### config.mk
export PLATFORM = sky130hd
export DESIGN_NAME = rdsnap32
export DESIGN_NICKNAME = d
export VERILOG_FILES = /design/src/rtl/rdsnap32_pkg.sv /design/src/rtl/snap_reg32.sv /design/src/rtl/rdsnap32.sv
export SDC_FILE = /design/constraint.sdc
export NUM_CORES = 1
export LEC_CHECK = 0
export BUFFER_PORTS_ARGS = -buffer_cell sky130_fd_sc_hd__buf_2
export CAP_MARGIN = 20
export CORE_UTILIZATION = 26
export CTS_CLUSTER_SIZE = 30
export DETAILED_ROUTE_END_ITERATION = 8
export PLACE_DENSITY_LB_ADDON = 0.15
export SLEW_MARGIN = 15
export SYNTH_ARGS = -nofsm -noshare
export SYNTH_HDL_FRONTEND = slang
export SYNTH_SLANG_ARGS = --single-unit
export TNS_END_PERCENT = 10
### constraint.sdc
create_clock -name sys_clk -period 2.4 [get_ports sys_clk]
set_input_delay 0.12 -clock sys_clk [delete_from_list [all_inputs] [get_ports sys_clk]]
set_output_delay 0.12 -clock sys_clk [all_outputs]
set_load 0.01 [all_outputs]
### src/rtl/rdsnap32_pkg.sv
// Shared types and constants for the rdsnap32 coherent-read block.
// The timeout limit applies only when RDSNAP32_TIMEOUT_EN is defined.
package rdsnap32_pkg;

  typedef enum logic {
    IDLE = 1'b0,
    HELD = 1'b1
  } state_t;

  localparam logic [7:0] TIMEOUT_LIMIT = 8'd255;

endpackage

### src/rtl/snap_reg32.sv
// 32-bit load-enable snapshot register with synchronous clear.
// Clear takes priority over load.
module snap_reg32 (
  input  logic        sys_clk,
  input  logic        clear,
  input  logic        load,
  input  logic [31:0] d,
  output logic [31:0] q
);

  always_ff @(posedge sys_clk) begin
    if (clear)
      q <= '0;
    else if (load)
      q <= d;
  end

endmodule

### src/rtl/rdsnap32.sv
// Coherent 32-bit read through a 16-bit port using a snapshot register.
// Optional hold timeout is enabled by defining RDSNAP32_TIMEOUT_EN.
module rdsnap32
  import rdsnap32_pkg::*;
(
  input  logic        sys_clk,
  input  logic        reset,
  input  logic [31:0] d,
  input  logic        rd_req,
  input  logic        rd_word,
  input  logic        flush,
  output logic [15:0] dout,
  output logic        ack,
  output logic        held,
  output logic        stale
);

  state_t      state;
  state_t      state_next;
  logic        snap_load;
  logic [31:0] snap;
  logic [15:0] dout_next;
  logic        expire;

  snap_reg32 u_snap (
    .sys_clk (sys_clk),
    .clear   (reset),
    .load    (snap_load),
    .d       (d),
    .q       (snap)
  );

  always_ff @(posedge sys_clk) begin
    if (reset) begin
      state <= IDLE;
      dout  <= '0;
      ack   <= 1'b0;
    end else begin
      state <= state_next;
      dout  <= dout_next;
      ack   <= rd_req;
    end
  end

  always_comb begin
    state_next = state;
    snap_load  = 1'b0;
    dout_next  = dout;
    if (rd_req && !rd_word) begin
      snap_load  = 1'b1;
      dout_next  = d[31:16];
      state_next = HELD;
    end else if (rd_req) begin
      // A flush in the same cycle discards the snapshot, so serve live data
      if (state == HELD && !flush)
        dout_next = snap[15:0];
      else
        dout_next = d[15:0];
      state_next = IDLE;
    end else if (flush || expire) begin
      state_next = IDLE;
    end
  end

  assign held = (state == HELD);

`ifdef RDSNAP32_TIMEOUT_EN
  logic [7:0] cnt;

  assign expire = (state == HELD) && (cnt == TIMEOUT_LIMIT)
                  && !rd_req && !flush;

  always_ff @(posedge sys_clk) begin
    if (reset) begin
      cnt   <= '0;
      stale <= 1'b0;
    end else begin
      stale <= expire;
      if (snap_load || state_next != HELD)
        cnt <= '0;
      else
        cnt <= cnt + 8'd1;
    end
  end
`else
  assign expire = 1'b0;
  assign stale  = 1'b0;
`endif

endmodule
# After elaboration in Yosys (flattened, before gate mapping)
# Cells that the tools add are included.
[totals]
in_bits = 37
ff_bits = 34
latch_bits = 0
ram_bits = 0
word_cells = 17
n_memories = 0
output_inout_bits = 19
romBits = 0
[op_classes]
n_mul = 0
mux = 7
n_shift = 0
add_sub_neg = 0
order_cmp = 0
eq_ne = 0
bitwise_logic = 0
n_div = 0
reduce_logical = 6
[ops]
columns = ["operator", "count"]
rows = [
  ["16-bit two-way mux", 3],
  ["1-bit two-way mux", 4],
  ["3-bit nonzero test", 1],
  ["1-bit logical AND", 2],
  ["1-bit logical NOT", 2],
  ["2-bit nonzero test", 1],
]

# Logic depth before layout (Yosys ltp)
# Gate-level depths: netlist of the first run.
[logic_depth]
word_depth = 5
mapped_depth = 6
ltp_nobuf = 3

# Modules after synthesis
# A second synthesis of the first run with hierarchy kept.
[hier_totals]
hier_cells = 221
area_unflattened_um2 = 2317.2
[by_module_without_submodules]
columns = ["module", "cells_each", "area_per_inst_um2", "seq_area_each_um2", "instances"]
rows = [
  ["snap_reg32", 103, 1163.6, 640.6, 1],
  ["rdsnap32", 118, 1153.6, 360.3, 1],
]

# Worst setup path before layout of the first run
# Ideal clock, no wire load.
[synth_path]
kind = "register -> register"
start = "reg state (netlist: held)"
end = "reg dout[10]"
required_ns = 2.257
period_less_slack_ns = 1.261
setup_ns = 0.143
n_path_buf = 2
arrival_ns = 1.118
path_slack_ns = 1.139
stages_incl_launch_ff = 6
path_cell_list = "dfxtp_1 nand2b_1 buf_6 buf_12 a211oi_2 o32ai_2"
[synth_via]
elab_chain_cells = 4
[synth_rtl]
columns = ["element", "line_no", "text"]
rows = [
  ["from (decl)", "rdsnap32.sv:18", "state_t state;"],
  ["from (signal assigned)", "rdsnap32.sv:39", "state <= state_next;"],
  ["1-bit logical AND", "rdsnap32.sv:55", "if (state == HELD && !flush)"],
  ["16-bit two-way mux", "rdsnap32.sv:55", ""],
  ["16-bit two-way mux", "rdsnap32.sv:53", "end else if (rd_req) begin"],
  ["16-bit two-way mux", "rdsnap32.sv:49", "if (rd_req && !rd_word) begin"],
  ["to (signal assigned)", "rdsnap32.sv:40", "dout <= dout_next;"],
  ["to (decl)", "rdsnap32.sv:12", "output logic [15:0] dout,"],
]
# No other way between the ends. The select of a mux whose other input is x is not followed.
# A chain may end at the register's enable or synchronous reset.

# Worst setup path in the final report of the first run
[layout_path]
start = "reg state (netlist: held)"
end = "reg dout[11]"
# The elaborated chain is that of the path after synthesis.

==> results of run 1 <==
==> flip-flops by register name, summed over array words and instances (netlist names) <==
name and flops:
ack 1, u_snap.q 16, held 1, dout 16
==> where the power goes <==
part | switching (mW) | leakage [nW] | internal, mW
registers | 0.0144 | 0.280 | 0.598
logic | 0.113 | 0.592 | 0.0905
clock network | 0.210 | 0.0575 | 0.290
total | 0.337 | 0.929 | 0.978
==> layout make-up <==
type / count / area, sq um / share of cell area (%)
sequential: 34 / 680.7 / 32.06
multi-input combinational: 135 / 913.4 / 43.02
tap: 77 / 96.34 / 4.537
inverter: 2 / 7.507 / 0.3536
clock buffer: 8 / 110.1 / 5.186
timing repair buffer: 60 / 315.3 / 14.85
==> synth_stat cells, drive strengths merged <==
cell type  instances  area (sq um)
a21oi             16         80.08
a211oi            16         165.2
inv                2         7.500
nand2             32         120.1
o32ai             16         207.7
nor2b              1         6.260
nand2b            19         118.9
nor2              17         63.81
buf               13         111.4
clkbuf             7         28.78
dfxtp             34         680.7
conb               1         3.750
and3b             16         140.1
o21a               1         7.510
==> per-stage QoR <==
stage,area (sq um),util (%)
2_1_floorplan,1742,-
3_3_place_gp,2013,31.35
3_5_place_dp,2013,31.35
4_1_cts,2123,33.06
5_1_grt,2123,33.06
6_report,2123,33.06
==> cell usage in the layout (no fill, tap or decap), drive strengths merged <==
master,n
o32ai,16
nand2b,19
nor2b,1
clkbuf,8
inv,2
conb,1
a211oi,16
dfxtp,34
and3b,16
nand2,32
nor2,17
o21a,1
a21oi,16
buf,60
==> critical path: cells and delay by family (launching register included) <==
kind                   cells  cell delay (ns)
AO/OA/AOI/OAI              2             0.36
buffers and inverters      1             0.30
flip-flops                 1             0.33
AND/OR/NAND/NOR            1             0.28
==> worst paths after layout <==
path | from | to | slack, ns | cells past startpoint
max reg2reg | held | dout[11] | 1.0 | 4
max | held | dout[11] | 1.0 | 4
min reg2reg | u_snap.q[12] | u_snap.q[12] | 0.46 | 2
min | d[1] | u_snap.q[1] | 0.09 | 3
==> cell families (layout without fill, tap and decap cells) <==
logic type             after synthesis  after routing  synth area share, %
AOI/OAI and AO/OA                   49             49                26.44
buffers and inverters               22             70                8.477
DFF                                 34             34                39.08
other                                1              1               0.2153
and+or+nand+nor                     85             85                25.79
==> per-layer routing <==
layer | global-route usage [%] | part of all wire (%)
met5 | 0 | 0
met4 | 5.016 | 0.99
met2 | 21.39 | 45
met1 | 17.97 | 49
met3 | 3.660 | 4.9
==> results.sh, run 1 <==
export IMPL_path_class="flip-flop to flip-flop"
export IMPL_postCtsSetupBuffers=0
export IMPL_required_ns=2.56
export IMPL_p_total_mw=1.315
export IMPL_grt_usage_pct=13.66
export IMPL_first_pass_iters=6
export IMPL_whs_ns=0.08734
export IMPL_design_die_area_sq_um=7030
export IMPL_critPathMaxStageDelay_ns=0.33
export IMPL_power_density_nw_per_um2=619.5
export IMPL_maxCapViolations=0
export IMPL_cts_buffers=5
export IMPL_synth_area_sq_um=1742
export IMPL_cts_sinks=34
export IMPL_max_clock_freq_ghz=0.7130
export IMPL_seq_area_frac_synth_pct=39.08
export IMPL_postSynthAreaPerCell_sq_um=9.119
export IMPL_violations="DRC"
export IMPL_place_gp_congestion=0.7290
export IMPL_drcViolationCount=5
export IMPL_slowest_stage="dfxtp_1"
export IMPL_design_core_area_sq_um=6422
export IMPL_stdcell_count=316
export IMPL_n_fill_cell=700
export IMPL_drt_iter0_markers=69
export IMPL_synthCells=191
export IMPL_maxSlewHeadroom_pct=54.06
export IMPL_die_w_microns=83.85
export IMPL_routed_wl_microns=4644
export IMPL_synth_cell_types=21
export IMPL_worstSkewPairLatency_ns=0.28
export IMPL_synth_seq_cells=34
export IMPL_clockBufferDepth=2
export IMPL_ant_nets=0
export IMPL_grt_max_degree=34
export IMPL_place_ws_ns=0.8823
export IMPL_worstMarginPinSlew_ns=0.6891
export IMPL_critPathMaxFanout=11
export IMPL_power_leakage_nw=0.9293
export IMPL_fin_setup_tns_ns=0
export IMPL_grt_pass1_vias=1490
export IMPL_initial_core_util_pct=27.12
export IMPL_yosys_warnings=0
export IMPL_crit_path_end_kind="flip-flop"
export IMPL_die_h_microns=83.85
export IMPL_setup_viol=0
export IMPL_grt_first_pass_wirelength_microns=7465
export IMPL_root_buffer="clkbuf_8"
export IMPL_startpoint_type="flip-flop"
export IMPL_post_cts_resized=0
export IMPL_grt_antenna_before_repair=0
export IMPL_clkSlewWorstSetupHoldPaths_ns=0.07
export IMPL_h_tree_depth=2
export IMPL_rows=29
export IMPL_via_per_inst=4.684
export IMPL_ir_drop_v=0.0002886
export IMPL_cts_tree="built"
export IMPL_drive_gt1_share_pct=36.40
export IMPL_io_pins=56
export IMPL_syn2layout_area_growth_pct=21.91
export IMPL_worstPathCellList="nand2b_1 -> buf_4 -> a211oi_2 -> o32ai_2"
export IMPL_gr_total_overflow=0
export IMPL_run_status="finished, violations left"
export IMPL_hold_buffers=0
export IMPL_synth_fp_nets=228
export IMPL_cp_data_arrival_time_ns=1.56
export IMPL_slew_viol_final=0
export IMPL_rsz0062_at_grt="no"
export IMPL_min_period_over_period_pct=58.44
export IMPL_routedWlPerCell_microns=14.70
export IMPL_n_antenna_cell=0
export IMPL_fin_ws_ns=0.9974
export IMPL_hpwl_microns=3073
export IMPL_fin_skew_ns=0.004422
export IMPL_vias=1480
export IMPL_min_period_ns=1.403
export IMPL_hold_violations=0
export IMPL_nets=275
export IMPL_hp_class="input pin to flip-flop"
export IMPL_dp_cells=308
export IMPL_io_buffers=54
(Power assumes the default switching activity.)
==> run 2: changes to the inputs <==
--- a/config.mk
+++ b/config.mk
@@ -5,6 +5,7 @@
 export SDC_FILE = /design/constraint.sdc
 export NUM_CORES = 1
 export LEC_CHECK = 0
+export ABC_AREA = 1
 export BUFFER_PORTS_ARGS = -buffer_cell sky130_fd_sc_hd__buf_2
 export CAP_MARGIN = 20
 export CORE_UTILIZATION = 26
==> constraint.sdc (replaced) <==
create_clock -name sys_clk -period 1.24 [get_ports sys_clk]
set_input_delay 0.062 -clock sys_clk [delete_from_list [all_inputs] [get_ports sys_clk]]
set_output_delay 0.062 -clock sys_clk [all_outputs]
set_load 0.01 [all_outputs]
==> run 2 against run 1 <==
- the flow now finishes without violations
- sequential share of layout area up 2.2 points
- critical path depth up 4
- combinational power up 91%
- cell count up 15%
- sequential cell count unchanged
- clock skew up 0.00061 ns
- via count up 6.1%
- first-iteration DRC count unchanged
- die area down 9.2%
- clock power up 56%
- critical endpoint is now dout[5]
- highest routed layer unchanged
==> results.sh, run 2 <==
export IMPL_gr_usage_met1_pct=17.57
export IMPL_startpoint_type="input pin"
export IMPL_synth_flop_cell="dfxtp_1"
export IMPL_min_period_over_period_pct=86.84
export IMPL_synth_most_common_cell="nor2_1"
export IMPL_crit_path_end_kind="flip-flop"
export IMPL_final_cell_mix="54 x buf_2, 45 x nor2_1, 40 x nand2_1"
export IMPL_synth_area_sq_um=1578
export IMPL_multi_input_area_sq_um=685.7
export IMPL_synth_cell_types=17
export IMPL_grt_pass1_vias=1540
export IMPL_fin_setup_tns_ns=0
export IMPL_cts_tree="built"
export IMPL_first_pass_iters=4
export IMPL_seq_area_frac_synth_pct=43.14
export IMPL_yosys_area_top_type_share_pct=43.14
export IMPL_synthCells=232
export IMPL_path_class="input pin to flip-flop"
export IMPL_routed_wl_microns=4194
export IMPL_path_common_cell="inv_1"
export IMPL_design_core_area_sq_um=5886
export IMPL_grt_usage_pct=14.69
export IMPL_hpwl_microns=2944
export IMPL_root_buffer="clkbuf_8"
export IMPL_synth_seq_cells=34
export IMPL_rsz0062_at_grt="no"
export IMPL_fin_skew_ns=0.005029
export IMPL_io_buffers=54
export IMPL_min_period_ns=1.077
export IMPL_cts_sinks=34
export IMPL_design_die_area_sq_um=6384
export IMPL_grt_use_met2_pct=24.87
export IMPL_syn2layout_area_growth_pct=25.85
export IMPL_nets=326
export IMPL_routedWlPerCell_microns=11.52
export IMPL_drcViolationCount=0
export IMPL_io_pins=56
export IMPL_yosys_top_cells_area="dfxtp_1 43%, nor2_1 11%, nand2_1 9.5%"
export IMPL_slowest_stage="dlygate4sd3_1"
export IMPL_drive_gt1_share_pct=24.91
export IMPL_crit_buf_inv=5
export IMPL_via_per_inst=4.316
export IMPL_n_fill_cell=690
export IMPL_setup_viol=0
export IMPL_n_antenna_cell=0
export IMPL_power_density_nw_per_um2=1195
export IMPL_place_gp_congestion=0.7106
export IMPL_final_common_cell="buf_2"
export IMPL_run_status="finished, final reports clean"
export IMPL_worstSkewPairLatency_ns=0.28
export IMPL_die_h_microns=79.90
export IMPL_grt_busiest_layer="met2"
export IMPL_yosys_warnings=0
export IMPL_grt_max_degree=35
export IMPL_max_clock_freq_ghz=0.9287
export IMPL_h_tree_depth=2
export IMPL_hp_class="input pin to flip-flop"
export IMPL_largestRegisters="dout x16, u_snap.q x16"
export IMPL_synth_edf_count=0
export IMPL_regArea_sq_um=680.7
export IMPL_critPathMaxFanout=22
export IMPL_ir_drop_v=0.0004468
export IMPL_cp_data_arrival_time_ns=1.31
export IMPL_vias=1571
export IMPL_drt_iter0_markers=69
export IMPL_slew_viol_final=0
export IMPL_ant_nets=0
export IMPL_cts_buffers=5
export IMPL_grt_antenna_before_repair=0
export IMPL_required_ns=1.47
export IMPL_grt_first_pass_wirelength_microns=7134
export IMPL_postSynthAreaPerCell_sq_um=6.801
export IMPL_rows=28
export IMPL_postCtsSetupBuffers=0
export IMPL_gr_total_overflow=0
export IMPL_synth_fp_nets=269
export IMPL_use_met3_pct=3.771
export IMPL_synth_common_cells="45 x nor2_1, 40 x nand2_1, 34 x dfxtp_1"
export IMPL_initial_core_util_pct=26.81
export IMPL_critPathTopFamily="buffers and inverters"
export IMPL_power_leakage_nw=1.027
export IMPL_critPathMaxStageDelay_ns=0.53
export IMPL_clkSlewWorstSetupHoldPaths_ns=0.07
export IMPL_utilization_pct=33.74
export IMPL_hold_violations=0
export IMPL_clockBufferDepth=2
export IMPL_worstPathCellList="dlygate4sd3_1 -> buf_2 -> inv_1 -> buf_6 -> o21ai_0 -> nor2_1 -> nand2_1 -> inv_1"
export IMPL_die_w_microns=79.90
export IMPL_synth_largest_area_cell="dfxtp_1"
export IMPL_maxCapViolations=0
export IMPL_async_reset_ff_share_pct=0
run 2: final cells by class:
| cell class | count | share of cell area [%] |
|---|---|---|
| clock buffer | 7 | 3.844 |
| inverter | 28 | 5.293 |
| multi-input combinational | 157 | 34.53 |
| sequential | 34 | 34.28 |
| tap | 75 | 4.726 |
| timing repair buffer | 63 | 17.33 |
run 2: stage by stage:
| stage | std cells | hold slack [ns] | area, sq um | total power, mW | worst slack [ns] |
|---|---|---|---|---|---|
| CTS | 364 | 0.04083 | 1982 | 2.408 | 0.1223 |
| detailed placement | 356 | 0.2690 | 1896 | 1.616 | 0.1918 |
| floorplan | 232 | 0.1311 | 1578 | 1.465 | 0.1850 |
| global placement | 356 | 0.2659 | 1896 | 1.617 | 0.1791 |
| global route | 364 | 0.04835 | 1986 | 2.524 | 0.002157 |
| finish | 364 | 0.04713 | 1986 | 2.372 | 0.1632 |
run 2: tightest hold or removal path: cells and delay by family:
kind	cells	cell delay, ns
AOI/OAI and AO/OA	1	0.07
buffers and inverters	1	0.09
and+or+nand+nor	1	0.07
run 2: final timing paths:
kind	slack (ns)	cells past startpoint	startpoint	to
max reg2reg	0.29	6	held	dout[3]
max	0.16	8	reset	dout[5]
min reg2reg	0.46	2	u_snap.q[4]	u_snap.q[4]
min	0.05	3	d[15]	u_snap.q[15]
run 2: metal layers:
layer | share of wire, % | routed length [microns]
met4 | 0.76 | 32
met5 | 0 | 0
met1 | 48 | 2002
met2 | 46 | 1928
met3 | 5.5 | 230
run 2: cells by family after synthesis:
group	Yosys count	share of synthesized area [%]
buf+inv	41	13.40
compound gates	48	15.23
other cells	1	0.2377
flops	34	43.14
simple gates	108	27.99
run 2: timing repair:
item / CTS / global route
gates resized for setup: 0 / 1
hold buffers: 1 / 0
hold endpoints to repair: 2 / 0
endpoints found under the setup margin: 0 / 4
run 2: power breakdown:
part	switching [mW]	internal (mW)
Combinational	0.224	0.165
Sequential	0.0320	1.17
Clock	0.395	0.387
Total	0.650	1.72
==> run 3: changes to the inputs <==
--- a/config.mk
+++ b/config.mk
@@ -5,10 +5,10 @@
 export SDC_FILE = /design/constraint.sdc
 export NUM_CORES = 1
 export LEC_CHECK = 0
-export ABC_AREA = 1
 export BUFFER_PORTS_ARGS = -buffer_cell sky130_fd_sc_hd__buf_2
 export CAP_MARGIN = 20
 export CORE_UTILIZATION = 26
+export CTS_CLUSTER_DIAMETER = 80
 export CTS_CLUSTER_SIZE = 30
 export DETAILED_ROUTE_END_ITERATION = 8
 export PLACE_DENSITY_LB_ADDON = 0.15
==> run 3 against run 2 <==
- the flow now finishes with violations (DRC)
- utilization grew 0.84 points
- sequential power about the same
- critical path depth fell by 4
- combinational power grew 12%
- clock skew decreased by 0.0016 ns
- design area increased by 12%
- wire length up 17%
- global-route usage shrank 0.066 points
- non-clock buffer count rose by 11
- critical path type is now flip-flop to flip-flop
- critical endpoint is now dout[1]
- largest cell class unchanged
- largest power group unchanged
- highest routed layer unchanged
==> results.sh, run 3 (synthesis gave the netlist of run 1 again) <==
export IMPL_run_status="finished, violations left"
export IMPL_violations="DRC"
export IMPL_clockPowerShare_pct=32.5
export IMPL_multi_input_area_sq_um=925.9
export IMPL_via_per_inst=4.839
export IMPL_path_class="flip-flop to flip-flop"
export IMPL_clkSlewWorstSetupHoldPaths_ns=0.07
export IMPL_die_h_microns=83.85
export IMPL_worstSkewPairLatency_ns=0.29
export IMPL_root_buffer="clkbuf_8"
export IMPL_grt_max_degree=34
export IMPL_io_pins=56
export IMPL_rsz0062_at_grt="no"
export IMPL_vias=1592
export IMPL_met1_length_microns=2411
export IMPL_startpoint_type="flip-flop"
export IMPL_min_period_over_period_pct=97.43
export IMPL_maxCapViolations=0
export IMPL_cts_sinks=34
export IMPL_routed_wl_microns=4921
export IMPL_hp_class="input pin to flip-flop"
export IMPL_fin_setup_tns_ns=0
export IMPL_syn2layout_area_growth_pct=27.51
export IMPL_grt_pass1_vias=1603
export IMPL_final_common_cell="buf_2"
export IMPL_drcViolationCount=7
export IMPL_cp_data_arrival_time_ns=1.36
export IMPL_required_ns=1.39
export IMPL_n_fill_cell=691
export IMPL_rows=29
export IMPL_max_clock_freq_ghz=0.8277
export IMPL_p_sw_mw=0.6544
export IMPL_place_gp_congestion=0.7413
export IMPL_met2_length_microns=2183
export IMPL_critPathMaxFanout=5
export IMPL_wl_met3_microns=246
export IMPL_fin_skew_ns=0.003443
export IMPL_min_period_ns=1.208
export IMPL_top_layer="met4"
export IMPL_internal_power_mw=1.751
export IMPL_drive_gt1_share_pct=40.08
export IMPL_grt_antenna_before_repair=0
export IMPL_hpwl_microns=3478
export IMPL_ir_drop_v=0.0004364
export IMPL_initial_core_util_pct=27.12
export IMPL_h_tree_depth=2
export IMPL_combPwrFrac_pct=18.2
export IMPL_cts_buffers=5
export IMPL_clockBufferDepth=2
export IMPL_cts_tree="built"
export IMPL_seq_power_share_pct=49.4
export IMPL_routedWlPerCell_microns=14.96
export IMPL_crit_path_end_kind="flip-flop"
export IMPL_design_core_area_sq_um=6422
export IMPL_largestRegisters="dout x16, u_snap.q x16"
export IMPL_first_pass_iters=6
export IMPL_p_total_mw=2.406
export IMPL_ant_nets=0
export IMPL_postCtsSetupBuffers=0
export IMPL_grt_first_pass_wirelength_microns=7935
export IMPL_power_leakage_nw=0.9876
export IMPL_swShare_pct=27.20
export IMPL_n_antenna_cell=0
export IMPL_nets=289
export IMPL_die_w_microns=83.85
export IMPL_final_cell_mix="54 x buf_2, 33 x dfxtp_1, 32 x nand2_1"
export IMPL_gr_total_overflow=0
export IMPL_drt_iter0_markers=64
export IMPL_io_buffers=54
export IMPL_slew_viol_final=0
export IMPL_regArea_sq_um=681.9
export IMPL_design_die_area_sq_um=7030
export IMPL_hold_violations=0
export IMPL_grt_usage_pct=14.62
export IMPL_power_density_nw_per_um2=1083
export IMPL_setup_viol=0
[run 3: cell count changes in the layout (fill, tap and decap cells not counted), sizes merged, moves of 10 or more]
cell,previous run,this run
o32ai,0,16
nand2,42,32
nand3,21,0
and3b,0,16
a211oi,0,16
nor2,45,17
nand2b,0,19
o21ai,32,0
buf,62,74
inv,28,2
[run 3: final timing paths]
path                startpoint            to  slack [ns]  cells after the start
setup / recovery          held       dout[1]        0.03                      4
setup reg to reg          held       dout[1]        0.03                      4
hold / removal            d[9]   u_snap.q[9]        0.03                      3
hold reg to reg   u_snap.q[14]  u_snap.q[14]        0.45                      2
[run 3: cell type report]
type	instances	area share (%)
clock buffer	7	3.437
sequential	34	30.70
timing repair buffer	74	19.49
tap	77	4.338
inverter	2	0.3380
multi-input combinational	135	41.69
[run 3: critical path, cell delays in order, from the launching register on]
cell,delay [ns]
dfxtp_2,0.35
buf_4,0.15
and3b_1,0.17
a211oi_1,0.27
o32ai_1,0.13
[run 3: power groups by stage]
stage	sequential, mW	clock [mW]	combinational (mW)
2_1_floorplan	1.23	0	0.236
6_report	1.19	0.781	0.437
3_3_place_gp	1.21	0	0.442
5_1_grt	1.20	0.868	0.481
3_5_place_dp	1.21	0	0.440
4_1_cts	1.19	0.816	0.442
[run 3: repair_timing]
| item | CTS | global route |
|---|---|---|
| endpoints found under the setup margin | 0 | 13 |
| gates resized for setup | 0 | 2 |
| hold buffers | 0 | 0 |
[run 3: layer usage]
metal	track usage [%]	vias to the layer above
met3	3.858	8
met5	0	-
met1	18.87	751
met2	22.95	45
li1	-	788
met4	6.270	0
[run 3: through the flow]
stage | cell area, sq um | utilization, % | hold WS (ns) | cells | worst slack [ns]
2_1_floorplan | 1743 | - | 0.1980 | 191 | 0.06042
3_3_place_gp | 2132 | 33.20 | 0.3262 | 322 | 0.04650
3_5_place_dp | 2132 | 33.20 | 0.3282 | 322 | 0.03345
4_1_cts | 2208 | 34.39 | 0.01717 | 329 | 0.01539
5_1_grt | 2221 | 34.58 | 0.02331 | 329 | 0.003559
6_report | 2221 | 34.58 | 0.02843 | 329 | 0.03185
